[config.mk]
export PLATFORM = sky130hd
export DESIGN_NAME = data_cache
export DESIGN_NICKNAME = d
export VERILOG_FILES = /design/src/rtl/data_cache.sv
export SDC_FILE = /design/constraint.sdc
export NUM_CORES = 1
export LEC_CHECK = 0
export ABC_AREA = 1
export BUFFER_PORTS_ARGS = -buffer_cell sky130_fd_sc_hd__buf_2
export CAP_MARGIN = 10
export CORE_MARGIN = 1
export CORE_UTILIZATION = 50
export DETAILED_ROUTE_END_ITERATION = 6
export PLACE_DENSITY = 0.68
export SYNTH_ARGS = -nofsm -noshare
export SYNTH_HDL_FRONTEND = slang
export SYNTH_SLANG_ARGS = --single-unit
[constraint.sdc]
create_clock -name CLK -period 4.1 [get_ports CLK]
set_clock_uncertainty 0.15 [all_clocks]
set_input_delay 0.82 -clock CLK [delete_from_list [all_inputs] [get_ports CLK]]
set_output_delay 0.82 -clock CLK [all_outputs]
set_load 0.05 [all_outputs]
[src/rtl/data_cache.sv]
`default_nettype none
// ============================================================================
// Module   : data_cache
// Purpose  : Direct-mapped, write-back, write-allocate byte data cache that
//            sits between the cpu data port and a 32-bit block memory.
//            Hits finish with no stall. A miss stalls the cpu through an
//            optional dirty writeback and then a block fetch.
// Options  : DCACHE_STATS_EN adds the saturating hit_count/miss_count ports.
// Revision : 1.0 - initial release
// ============================================================================
module data_cache #(
  parameter int ADDR_W      = 8,
  parameter int INDEX_BITS  = 3,
  parameter int OFFSET_BITS = 2
) (
  input  logic                CLK,
  input  logic                RESET,
  input  logic                read,
  input  logic                write,
  input  logic [ADDR_W-1:0]   address,
  input  logic [7:0]          writedata,
  output logic [7:0]          readdata,
  output logic                busywait,
  output logic                mem_read,
  output logic                mem_write,
  output logic [ADDR_W-3:0]   mem_address,
  output logic [31:0]         mem_writedata,
  input  logic [31:0]         mem_readdata,
  input  logic                mem_busywait
`ifdef DCACHE_STATS_EN
  ,
  output logic [15:0]         hit_count,
  output logic [15:0]         miss_count
`endif
);

  localparam int TAG_W      = ADDR_W - INDEX_BITS - OFFSET_BITS;
  localparam int NUM_BLOCKS = 1 << INDEX_BITS;

  typedef enum logic [1:0] {
    S_IDLE      = 2'd0,
    S_WRITEBACK = 2'd1,
    S_FETCH     = 2'd2
  } state_t;

  state_t                r_state;
  logic [NUM_BLOCKS-1:0] r_valid;
  logic [NUM_BLOCKS-1:0] r_dirty;
  logic [TAG_W-1:0]      r_tag  [NUM_BLOCKS];
  logic [31:0]           r_data [NUM_BLOCKS];

  logic [TAG_W-1:0]       w_tag;
  logic [INDEX_BITS-1:0]  w_index;
  logic [OFFSET_BITS-1:0] w_offset;
  logic [OFFSET_BITS+2:0] w_bit_sel;
  logic [31:0]            w_block;
  logic                   w_req;
  logic                   w_hit;
  logic                   w_idle_hit;
  logic                   w_write_hit;
  logic                   w_miss_start;
  logic                   w_fill;

  assign w_tag     = address[ADDR_W-1 -: TAG_W];
  assign w_index   = address[OFFSET_BITS +: INDEX_BITS];
  assign w_offset  = address[OFFSET_BITS-1:0];
  assign w_bit_sel = {w_offset, 3'b000};
  assign w_block   = r_data[w_index];
  assign w_req     = read | write;
  assign w_hit     = r_valid[w_index] & (r_tag[w_index] == w_tag);

  // A write takes precedence when read and write are both raised.
  assign w_idle_hit   = (r_state == S_IDLE) & w_req & w_hit;
  assign w_write_hit  = w_idle_hit & write;
  assign w_miss_start = (r_state == S_IDLE) & w_req & ~w_hit;
  assign w_fill       = (r_state == S_FETCH) & ~mem_busywait;

  // Reset forces the cpu-facing outputs quiet even while a request is held.
  assign busywait = ~RESET & w_req & ((r_state != S_IDLE) | ~w_hit);
  assign readdata = (~RESET & w_hit) ? w_block[w_bit_sel +: 8] : 8'h00;

  // Miss sequencer plus valid/dirty bookkeeping; memory-side outputs are registered.
  always_ff @(posedge CLK or posedge RESET) begin
    if (RESET) begin
      r_state       <= S_IDLE;
      r_valid       <= '0;
      r_dirty       <= '0;
      mem_read      <= 1'b0;
      mem_write     <= 1'b0;
      mem_address   <= '0;
      mem_writedata <= '0;
    end else begin
      case (r_state)
        S_IDLE: begin
          if (w_write_hit) begin
            r_dirty[w_index] <= 1'b1;
          end else if (w_miss_start) begin
            // dirty is only ever set on a valid line, so it alone decides eviction
            if (r_dirty[w_index]) begin
              r_state       <= S_WRITEBACK;
              mem_write     <= 1'b1;
              mem_address   <= {r_tag[w_index], w_index};
              mem_writedata <= w_block;
            end else begin
              r_state     <= S_FETCH;
              mem_read    <= 1'b1;
              mem_address <= {w_tag, w_index};
            end
          end
        end
        S_WRITEBACK: begin
          if (~mem_busywait) begin
            r_state     <= S_FETCH;
            mem_write   <= 1'b0;
            mem_read    <= 1'b1;
            mem_address <= {w_tag, w_index};
          end
        end
        S_FETCH: begin
          if (~mem_busywait) begin
            r_state          <= S_IDLE;
            mem_read         <= 1'b0;
            r_valid[w_index] <= 1'b1;
            r_dirty[w_index] <= 1'b0;
          end
        end
        default: begin
          r_state   <= S_IDLE;
          mem_read  <= 1'b0;
          mem_write <= 1'b0;
        end
      endcase
    end
  end

  // Tag and data arrays need no reset: an invalid line is never read as a hit.
  always_ff @(posedge CLK) begin
    if (w_fill) begin
      r_data[w_index] <= mem_readdata;
      r_tag[w_index]  <= w_tag;
    end else if (w_write_hit) begin
      r_data[w_index][w_bit_sel +: 8] <= writedata;
    end
  end

`ifdef DCACHE_STATS_EN
  // Saturating hit/miss event counters.
  always_ff @(posedge CLK or posedge RESET) begin
    if (RESET) begin
      hit_count  <= 16'h0000;
      miss_count <= 16'h0000;
    end else begin
      if (w_idle_hit && (hit_count != 16'hFFFF)) begin
        hit_count <= hit_count + 16'h0001;
      end
      if (w_miss_start && (miss_count != 16'hFFFF)) begin
        miss_count <= miss_count + 16'h0001;
      end
    end
  end
`endif

endmodule
`default_nettype wire

==> results.md <==
- GRT overflow: 0
- I/O pin cnt: between 100 and 150
- Area delta synth->final: 17.20%
- Post-cts hold buffer count: 0
- Setup CP Type: in2out
- Clk pwr share: 0.333
- Row Count: between 60 and 70
- Top cell type's share of synthesized area: 0.5834
- HPWL Detailed: 25370 um
- CTS root buf: clkbuf_16
- Fin crit share: 0.9523
- RSZ-0062 raised after global routing: false
- DRT Pass-1 Iters: 5
- Mapped cell area: 14410 um2
- Fillers: 2304
- Synth top area cells: edfxtp_1 58%, dfrtp_1 10%, nand2_1 10%
- Flop pwr share: 0.456
- Final Hold Fails: 0
- Crit-path max FO: 14
- Synth area leader: edfxtp_1
- I/O Buffers: ~100
- Syn Area/Cell: 11.14 um2
- Die Height: 171.8 um
- Die Wd: roughly 170 um
- GR Util met1: 0.3739
- Reg2reg path depth: 15
- Synth Register Bits: 338
- GR peak layer: met2
- DR DRC count: 0
- Cells after synthesis: 1294
- Slew margin rel.: 0.4003
- Clock-pin slew on the worst setup and hold paths: 0.06 ns
- GR met2 Demand/Resource: 0.3994
- Setup TNS: 0 ns
- Vias in the first global route: roughly 9500
- Worst min path class: reg2reg
- Layout cells sized above 1: 0.1982
- Period minus WS final: 3.905 ns
- Worst-Skew Late Latency: 0.51 ns
- Total Wirelength: 37200 um
- Longest Clk Path Bufs: 3
- Clk sink count: 338
- Max Clk Rate: roughly 0.26 GHz
- Iter 0 DRT Violations: 1139
- Layout net count: 1515
- Worst-margin pin slew: 0.8974 ns
- Internal: 6.371 mW
- Initial antenna violation count: 0
- Critical Path Start Type: input pin
- DR vias/cell: 5.423
- PwrDens: 550.4 nW/um2
- Final setup violation count: 0
- Worst vdd ir: between 300 and 400 uV
- Worst EP arrival: a little under 3 ns
- CTS tree: yes
- Post-route ant nets: 0
- Leakage: 6.902 nW
- WP data required: ~3.1 ns
- Slew Limit Fails: 0
- CTS H-tree lvls: 2
- First-pass GRT wire length: around 56000 um
- Placeable Area: around 28000 um2
- Total global-route track usage: 0.2594
- GR Util met3: 0.04579
- Global placement routability congestion: between 0.8 and 0.9
- Max-Cap Viols: 0
- Syn Nets: approximately 1400
- Synth warn: 0
- Combinational share of power: 0.211
- Yosys cell types: a little over 40
- Die area: 29500 um2
- Initial core utilization: 0.5131
- Largest net degree at the start of global routing: 67
- WL/cell: between 15 and 20 um
- Sequential fraction of the synthesis area: 0.6841
- Most common cell after layout, fill and taps aside: nand2_1
- Placed Area: 15770 um2
- Crit. End Element: primary output
- Final instance area: 16890 um2
- Outcome: finished, final reports clean
- Most frequent cells in the layout: 383 x nand2_1, 280 x edfxtp_1, 118 x inv_1, 101 x buf_2, 77 x buf_4
- Worst R2R Setup Slack: 1.35 ns
- CTS Buf Count: 36
- Sw Share: 0.3147
- Vias: 10098
- Sw power: 2.925 mW
- Hold path depth: 2
-- metrics by stage --
stage	hold slack [ns]	util	total power, mW	instances	setup WS [ns]
floorplan	0.2779	-	5.680	1294	0.3059
global placement	0.2999	0.5615	6.222	1797	0.1901
detailed placement	0.3021	0.5615	6.263	1797	0.1953
CTS	0.3180	0.6011	9.322	1861	0.1784
global route	0.3473	0.6013	9.656	1861	0.08066
finish	0.3182	0.6013	9.296	1862	0.1954
-- area by class of cell --
type / count / area [um2] / share of cell area
Antenna cell: 1 / 2.502 / 0.0001482
Clock buffer: 48 / 977.2 / 0.05786
Clock inverter: 16 / 135.1 / 0.008001
Inverter: 134 / 509.2 / 0.03015
Multi-Input combinational cell: 765 / 3770 / 0.2232
Sequential cell: 338 / 9859 / 0.5837
Tap cell: 378 / 473.0 / 0.02800
Timing Repair Buffer: 182 / 1164 / 0.06889
-- power by group through the flow --
| stage | Combinational [mW] | Sequential [mW] | Clock [mW] |
|---|---|---|---|
| after global placement | 1.93 | 4.29 | 0 |
| final | 1.96 | 4.24 | 3.10 |
| after detailed placement | 1.96 | 4.31 | 0 |
| after CTS | 1.96 | 4.24 | 3.12 |
| after floorplan | 0.805 | 4.87 | 0 |
| after global routing | 2.13 | 4.28 | 3.25 |
-- cell families (layout without fill, tap and decap cells) --
family	after synthesis	in the layout	share of synthesized area
and+or+nand+nor	580	580	0.1782
DFF	338	338	0.6841
buffers and inverters	191	380	0.05513
AOI/OAI and AO/OA	180	180	0.07822
adders and majority gates	5	5	0.004341
other	0	1	0
-- Yosys cell counts (all sizes together) --
master	number
nand2	386
a211oi	9
o2111ai	4
o2111a	1
edfxtp	280
clkinv	7
ha	5
or2	13
nand3	77
o211ai	6
nand4	31
dfrtp	58
o2bb2ai	3
a22oi	20
a221oi	3
nor2	63
nor3	1
nand3b	1
nor3b	2
inv	127
a22o	6
clkbuf	26
a21oi	49
o21ai	75
buf	31
o22ai	4
and3	6
-- worst max-delay path, stage by stage --
cell and delay, ns:
buf_2 0.28, nand2_1 0.19, nor2_2 0.20, buf_4 0.27, nand2_1 0.07, o21ai_0 0.09, nor2_1 0.07, nand3_1 0.24
o211ai_1 0.13, a21oi_1 0.23, buf_2 0.31
-- sequential cells by signal, summed over array words and instances (netlist names), named ones only --
signal / cells
mem_write: 1
r_data: 256
r_tag: 24
r_state: 2
mem_read: 1
mem_writedata: 32
r_valid: 8
mem_address: 6
-- layer usage --
layer | vias to the layer above | wire length, um
met5 | - | 0
met4 | 0 | 1009
met3 | 71 | 2919
met2 | 432 | 16810
met1 | 4831 | 16460
li1 | 4764 | -
-- path summary, 6_finish.rpt --
path | startpoint | to
max in group asynchronous | RESET | mem_writedata[31]$_DFFE_PP0P_
min | mem_address[2]$_DFFE_PP0P_ | mem_address[2]$_DFFE_PP0P_
max reg2reg | r_tag[2][0]$_DFFE_PP_ | r_data[6][5]$_DFFE_PP_
max | address[3] | readdata[3]
min in group asynchronous | RESET | mem_writedata[7]$_DFFE_PP0P_
min reg2reg | mem_address[2]$_DFFE_PP0P_ | mem_address[2]$_DFFE_PP0P_
-- timing repair --
action | 4_1_cts | 5_1_grt
setup endpoints to repair | 0 | 1
setup buffers | 0 | 0
gates resized for setup | 0 | 1
(Power assumes the default switching activity.)
